[src/rtl/pll_reset_sequencer.sv]
// -----------------------------------------------------------------------------
// pll_reset_sequencer
//
// Purpose:
//   Brings up the clocking-wizard PLL from the board clock domain. Each attempt
//   pulses the PLL reset and then waits a bounded time for lock. A failed attempt
//   is retried a limited number of times before the block parks in FAIL. Once
//   lock is seen, it must stay up for a qualification window before the
//   downstream system reset is released. A lock drop at run time is counted and
//   restarts the whole sequence.
//
// Ports:
//   clk         in   1  board clock, all logic on posedge
//   rst         in   1  asynchronous active-high reset
//   pll_locked  in   1  PLL lock status, asynchronous to clk
//   retry_req   in   1  single-cycle pulse, leaves FAIL for a fresh sequence
//   pll_reset   out  1  active-high reset to the PLL
//   sys_rst     out  1  active-high reset to downstream logic
//   ready       out  1  high only in RUN
//   fail        out  1  high only in FAIL
//   loss_cnt    out  8  run-time lock-loss events, saturating at 255
//   state       out  3  current FSM state (encoding in the table below)
//
// States:
//   state     | code | meaning
//   ----------+------+------------------------------------------------------
//   PLL_RST   |  0   | PLL reset held high for PLL_RST_CYCLES
//   WAIT_LOCK |  1   | PLL released, waiting up to LOCK_TIMEOUT for lock
//   STABLE    |  2   | lock seen, must hold for LOCK_STABLE_CYCLES
//   RUN       |  3   | system reset released, monitoring for lock loss
//   FAIL      |  4   | all attempts used up, waiting for rst or retry_req
// -----------------------------------------------------------------------------
module pll_reset_sequencer #(
   parameter int PLL_RST_CYCLES     = 16,
   parameter int LOCK_TIMEOUT       = 50000,
   parameter int LOCK_STABLE_CYCLES = 1024,
   parameter int MAX_RETRIES        = 3,
   parameter int CNT_W              = 32
) (
   input  logic       clk,
   input  logic       rst,
   input  logic       pll_locked,
   input  logic       retry_req,
   output logic       pll_reset,
   output logic       sys_rst,
   output logic       ready,
   output logic       fail,
   output logic [7:0] loss_cnt,
   output logic [2:0] state
);

   // At least one bit so MAX_RETRIES=0 still yields a legal vector.
   localparam int RETRY_W = (MAX_RETRIES < 1) ? 1 : $clog2(MAX_RETRIES + 1);

   localparam logic [CNT_W-1:0]   RST_LAST    = CNT_W'(PLL_RST_CYCLES - 1);
   localparam logic [CNT_W-1:0]   TIMEOUT_LAST = CNT_W'(LOCK_TIMEOUT - 1);
   localparam logic [CNT_W-1:0]   STABLE_LAST = CNT_W'(LOCK_STABLE_CYCLES - 1);
   localparam logic [RETRY_W-1:0] RETRY_LAST  = RETRY_W'(MAX_RETRIES);

   typedef enum logic [2:0] {
      S_PLL_RST   = 3'd0,
      S_WAIT_LOCK = 3'd1,
      S_STABLE    = 3'd2,
      S_RUN       = 3'd3,
      S_FAIL      = 3'd4
   } state_t;

   state_t             cur_state;
   state_t             nxt_state;
   logic [CNT_W-1:0]   cnt;
   logic [CNT_W-1:0]   cnt_nxt;
   logic [RETRY_W-1:0] retry_cnt;
   logic [RETRY_W-1:0] retry_nxt;
   logic [7:0]         loss_nxt;
   logic               lk_meta;
   logic               lk;

   // ---------------------------------------------------------------------------
   // Lock synchroniser. pll_locked comes from the PLL's own clock domain, so it
   // is only ever observed through lk.
   // ---------------------------------------------------------------------------
   always_ff @(posedge clk or posedge rst) begin
      if (rst) begin
         lk_meta <= 1'b0;
         lk      <= 1'b0;
      end else begin
         lk_meta <= pll_locked;
         lk      <= lk_meta;
      end
   end

   // ---------------------------------------------------------------------------
   // State, cycle counter, retry and loss counters.
   // ---------------------------------------------------------------------------
   always_ff @(posedge clk or posedge rst) begin
      if (rst) begin
         cur_state <= S_PLL_RST;
         cnt       <= '0;
         retry_cnt <= '0;
         loss_cnt  <= 8'd0;
      end else begin
         cur_state <= nxt_state;
         cnt       <= cnt_nxt;
         retry_cnt <= retry_nxt;
         loss_cnt  <= loss_nxt;
      end
   end

   // ---------------------------------------------------------------------------
   // Next-state logic.
   // ---------------------------------------------------------------------------
   always_comb begin
      nxt_state = cur_state;
      retry_nxt = retry_cnt;
      loss_nxt  = loss_cnt;

      unique case (cur_state)
         S_PLL_RST: begin
            if (cnt == RST_LAST) begin
               nxt_state = S_WAIT_LOCK;
            end
         end

         S_WAIT_LOCK: begin
            // Lock takes priority over a coincident timeout.
            if (lk) begin
               nxt_state = S_STABLE;
            end else if (cnt == TIMEOUT_LAST) begin
               if (retry_cnt == RETRY_LAST) begin
                  nxt_state = S_FAIL;
               end else begin
                  nxt_state = S_PLL_RST;
                  retry_nxt = retry_cnt + RETRY_W'(1);
               end
            end
         end

         S_STABLE: begin
            // A glitch only restarts the lock wait; it does not burn an attempt.
            if (!lk) begin
               nxt_state = S_WAIT_LOCK;
            end else if (cnt == STABLE_LAST) begin
               nxt_state = S_RUN;
               retry_nxt = '0;
            end
         end

         S_RUN: begin
            if (!lk) begin
               nxt_state = S_PLL_RST;
               if (loss_cnt != 8'hFF) begin
                  loss_nxt = loss_cnt + 8'd1;
               end
            end
         end

         S_FAIL: begin
            if (retry_req) begin
               nxt_state = S_PLL_RST;
               retry_nxt = '0;
            end
         end

         default: begin
            nxt_state = S_PLL_RST;
         end
      endcase

      // Counter restarts on every state entry; in RUN/FAIL it runs freely and
      // its value is never consulted, so wrap-around there is harmless.
      if (nxt_state != cur_state) begin
         cnt_nxt = '0;
      end else begin
         cnt_nxt = cnt + CNT_W'(1);
      end
   end

   // ---------------------------------------------------------------------------
   // Registered Moore outputs, decoded from the next state so they update on the
   // same edge as the state register.
   // ---------------------------------------------------------------------------
   always_ff @(posedge clk or posedge rst) begin
      if (rst) begin
         pll_reset <= 1'b1;
         sys_rst   <= 1'b1;
         ready     <= 1'b0;
         fail      <= 1'b0;
      end else begin
         pll_reset <= (nxt_state == S_PLL_RST) || (nxt_state == S_FAIL);
         sys_rst   <= (nxt_state != S_RUN);
         ready     <= (nxt_state == S_RUN);
         fail      <= (nxt_state == S_FAIL);
      end
   end

   assign state = cur_state;

endmodule

[config.mk]
export PLATFORM = sky130hd
export DESIGN_NAME = pll_reset_sequencer
export DESIGN_NICKNAME = d
export VERILOG_FILES = /design/src/rtl/pll_reset_sequencer.sv
export SDC_FILE = /design/constraint.sdc
export NUM_CORES = 1
export LEC_CHECK = 0
export CELL_PAD_IN_SITES_DETAIL_PLACEMENT = 1
export CELL_PAD_IN_SITES_GLOBAL_PLACEMENT = 2
export CORE_UTILIZATION = 40
export DETAILED_ROUTE_END_ITERATION = 10
export PLACE_DENSITY_LB_ADDON = 0.1
export RECOVER_POWER = 50
export SETUP_SLACK_MARGIN = 0.15
export SYNTH_ARGS = -nofsm -noshare
export SYNTH_HDL_FRONTEND = slang
export SYNTH_SLANG_ARGS = --single-unit
[constraint.sdc]
create_clock -name clk -period 5.2 [get_ports clk]
set_input_delay 0.78 -clock clk [delete_from_list [all_inputs] [get_ports clk]]
set_output_delay 0.78 -clock clk [all_outputs]
set_load 0.02 [all_outputs]
==> impl_metrics.env <==
export IMPL_p_leak_nw=1.229
export IMPL_h_tree_depth=2
export IMPL_grt_max_degree=52
export IMPL_hold_viol_final=0
export IMPL_via_per_inst=5.537
export IMPL_ant_nets=0
export IMPL_crit_path_end_kind="async pin"
export IMPL_overflow=0
export IMPL_worst_path_buf_inv=2
export IMPL_cts_root_buffer="clkbuf_8"
export IMPL_power_density_nw_per_um2=322.6
export IMPL_start_util_pct=42.11
export IMPL_clock_skew_ns=0.01278
export IMPL_die_area_um2=6666
export IMPL_numPortBuffers=18
export IMPL_synth_edff_count=0
export IMPL_min_to="lk"
export IMPL_rsz0062_at_grt="no"
export IMPL_p_comb_share_pct=17.1
export IMPL_reg2reg_depth=6
export IMPL_grt_pass1_vias=2011
export IMPL_holdPathStages=0
export IMPL_synth_ff_type="dfrtp_1"
export IMPL_p_sw_mw=0.2954
export IMPL_grt_pass1_wl_um=9949
export IMPL_dr_pass1_iters=4
export IMPL_cp_required_ns=5.25
export IMPL_period_needed_ns=2.649
export IMPL_ys_seq_elements=51
export IMPL_rrSetupSlack_ns=2.70
export IMPL_ir_drop_uv=256.7
export IMPL_worstSetupStartpoint="rst"
export IMPL_yosysSeqAreaShare_pct=50.39
export IMPL_outcome="finished, violations left"
export IMPL_max_freq_mhz=377.5
export IMPL_tightest_slew_ns=1.925
export IMPL_cts_sinks=51
export IMPL_violations="max-capacitance violations, max-slew violations"
export IMPL_drv_cap=1
export IMPL_yosysMostFrequentCell="dfrtp_1"
export IMPL_area_growth_pct=13.46
export IMPL_internal_power_mw=0.6335
export IMPL_globalRouteTotalUtil_pct=19.77
export IMPL_num_antenna_cells=0
export IMPL_synth_top_cells_by_count="49 x dfrtp_1, 34 x nor2_1, 26 x xor2_1"
export IMPL_worstPathCellList="dlygate4sd3_1 > inv_1"
export IMPL_critical_path_startpoint_type="input pin"
export IMPL_drive_above_1_share_pct=5.495
export IMPL_nNetsFinal=279
export IMPL_r2r_start="cnt[28]"
export IMPL_hp_start="lk_meta"
export IMPL_rows=28
export IMPL_syn_area_per_cell_um2=9.873
export IMPL_num_io_pins=19
export IMPL_syn_area_um2=2537
export IMPL_p_clk_share_pct=26.6
export IMPL_drt_iter0_drc=74
export IMPL_synth_net_count=264
export IMPL_netSwitchingFraction_pct=31.80
export IMPL_synth_cell_type_count=32
export IMPL_highest_layer="met4"
export IMPL_m1WireLength_um=2793
export IMPL_post_dp_hpwl_um=3845
export IMPL_period_share_pct=50.94
export IMPL_die_h_um=81.65
export IMPL_tns_ns=0
export IMPL_drv_slew=52
export IMPL_r2r_end="cnt[15]"
export IMPL_yosysWarnings=0
export IMPL_fin_util_pct=47.78
export IMPL_drc=0
export IMPL_cts_hold_buffers=0
export IMPL_cts_tree="built"
export IMPL_slowest_stage="inv_1"
export IMPL_cts_max_path_buffers=2
export IMPL_drt_total_wl_um=5650
export IMPL_async_reset_ff_share_pct=100.0
export IMPL_antenna_found_initial=0
export IMPL_crit_family="buffers and inverters"
export IMPL_cpPeakStageDelay_ns=1.37
export IMPL_worst_setup_path_type="in -> async"
export IMPL_netlist_instances=257
export IMPL_drt_wirelength_per_cell_um=16.24
export IMPL_clock_latency_ns=0.31
export IMPL_sequentialPowerShare_pct=56.3
export IMPL_wl_met2_um=2679
export IMPL_crit_arrival_ns=2.70
export IMPL_place_congestion=0.7252
export IMPL_finalSetupViolations=0
export IMPL_wl_met3_um=97
export IMPL_synth_top_area_cell="dfrtp_1"
export IMPL_clk_pin_slew_ns=0.10
export IMPL_hold_class="reg -> reg"
export IMPL_core_um2=6026
export IMPL_synth_top_area_share_pct=48.32
export IMPL_synthTopCellsByArea="dfrtp_1 48%, xor2_1 9.0%, nand4_1 5.4%"
export IMPL_cts_setup_buffers=0
export IMPL_fillers=690
export IMPL_cts_resized=0
export IMPL_crit_cells=2
export IMPL_vias=1927
export IMPL_crit_fanout=51
export IMPL_cts_buffers=5
export IMPL_slew_headroom_pct=-28.44
export IMPL_fp_dieW_um=81.65
## worst max-delay path by stage
stage,endpoint,slack (ns)
2_1_floorplan,cnt[0],3.19
3_3_place_gp,cnt[7],2.75
3_5_place_dp,cnt[15],2.68
4_1_cts,cnt[15],2.67
5_1_grt,fail,2.03
6_report,cnt[28],2.55
## final cells by class
cell class | instances | area (um^2) | share of cell area [%]
flip-flops and latches | 51 | 1279 | 44.42
multi-input cells | 190 | 1201 | 41.72
repair buffers | 20 | 191.4 | 6.649
well taps | 75 | 93.84 | 3.259
clock buffers | 6 | 82.58 | 2.868
clock inverters | 2 | 16.27 | 0.5650
inverters | 4 | 15.01 | 0.5215
## state kept, by name (all words and copies together) (netlist names)
register and count:
cnt 32, fail 1, lk 1, lk_meta 1
loss_cnt 8, pll_reset 1, ready 1, retry_cnt 2
state 3, sys_rst 1
## cell usage in the layout (no fill, tap or decap), types with 5 or more instances in the layout
cell             instances
xor2_1                  26
nand2_1                 14
and3_1                   8
nand4_1                 22
nor3b_1                  5
nor2_1                  34
nand3_1                 12
xnor2_1                 12
nor4_1                   9
nor3_1                  16
clkbuf_8                 6
clkdlybuf4s50_1         15
and2_1                   6
dfrtp_1                 49
## metal layers
layer  vias up  GRT usage (%)
met2        20          31.92
met1       961          26.94
li1        938              -
met5         -              0
met4         0          6.842
met3         8          3.000
## kinds of logic after synthesis
logic type	Yosys count	share of synthesized area, %
AO/OA/AOI/OAI	12	3.353
XOR/XNOR	38	13.12
adder cells (fa/ha/maj)	3	1.479
buffers and inverters	16	2.514
flip-flops	51	50.39
multiplexers	2	0.8875
AND/OR/NAND/NOR	135	28.25
## power by group through the flow
stage               sequential (mW)  clock (mW)  combinational, mW
floorplan                     0.512           0              0.125
CTS                           0.522       0.262              0.163
finish                        0.523       0.247              0.159
global route                  0.534       0.271              0.183
global placement              0.529           0              0.159
detailed placement            0.530           0              0.161
## through the flow
stage / hold WS, ns / area, um^2 / total power, mW / worst slack [ns] / instances
6_report: 0.3803 / 2879 / 0.9289 / 2.551 / 348
4_1_cts: 0.3861 / 2883 / 0.9469 / 2.669 / 348
3_3_place_gp: 0.3372 / 2784 / 0.6874 / 2.752 / 340
2_1_floorplan: 0.3312 / 2537 / 0.6366 / 3.194 / 257
5_1_grt: 0.4018 / 2879 / 0.9883 / 2.033 / 348
3_5_place_dp: 0.3498 / 2784 / 0.6903 / 2.684 / 340
No activity file was read; power rests on OpenSTA's default activity.
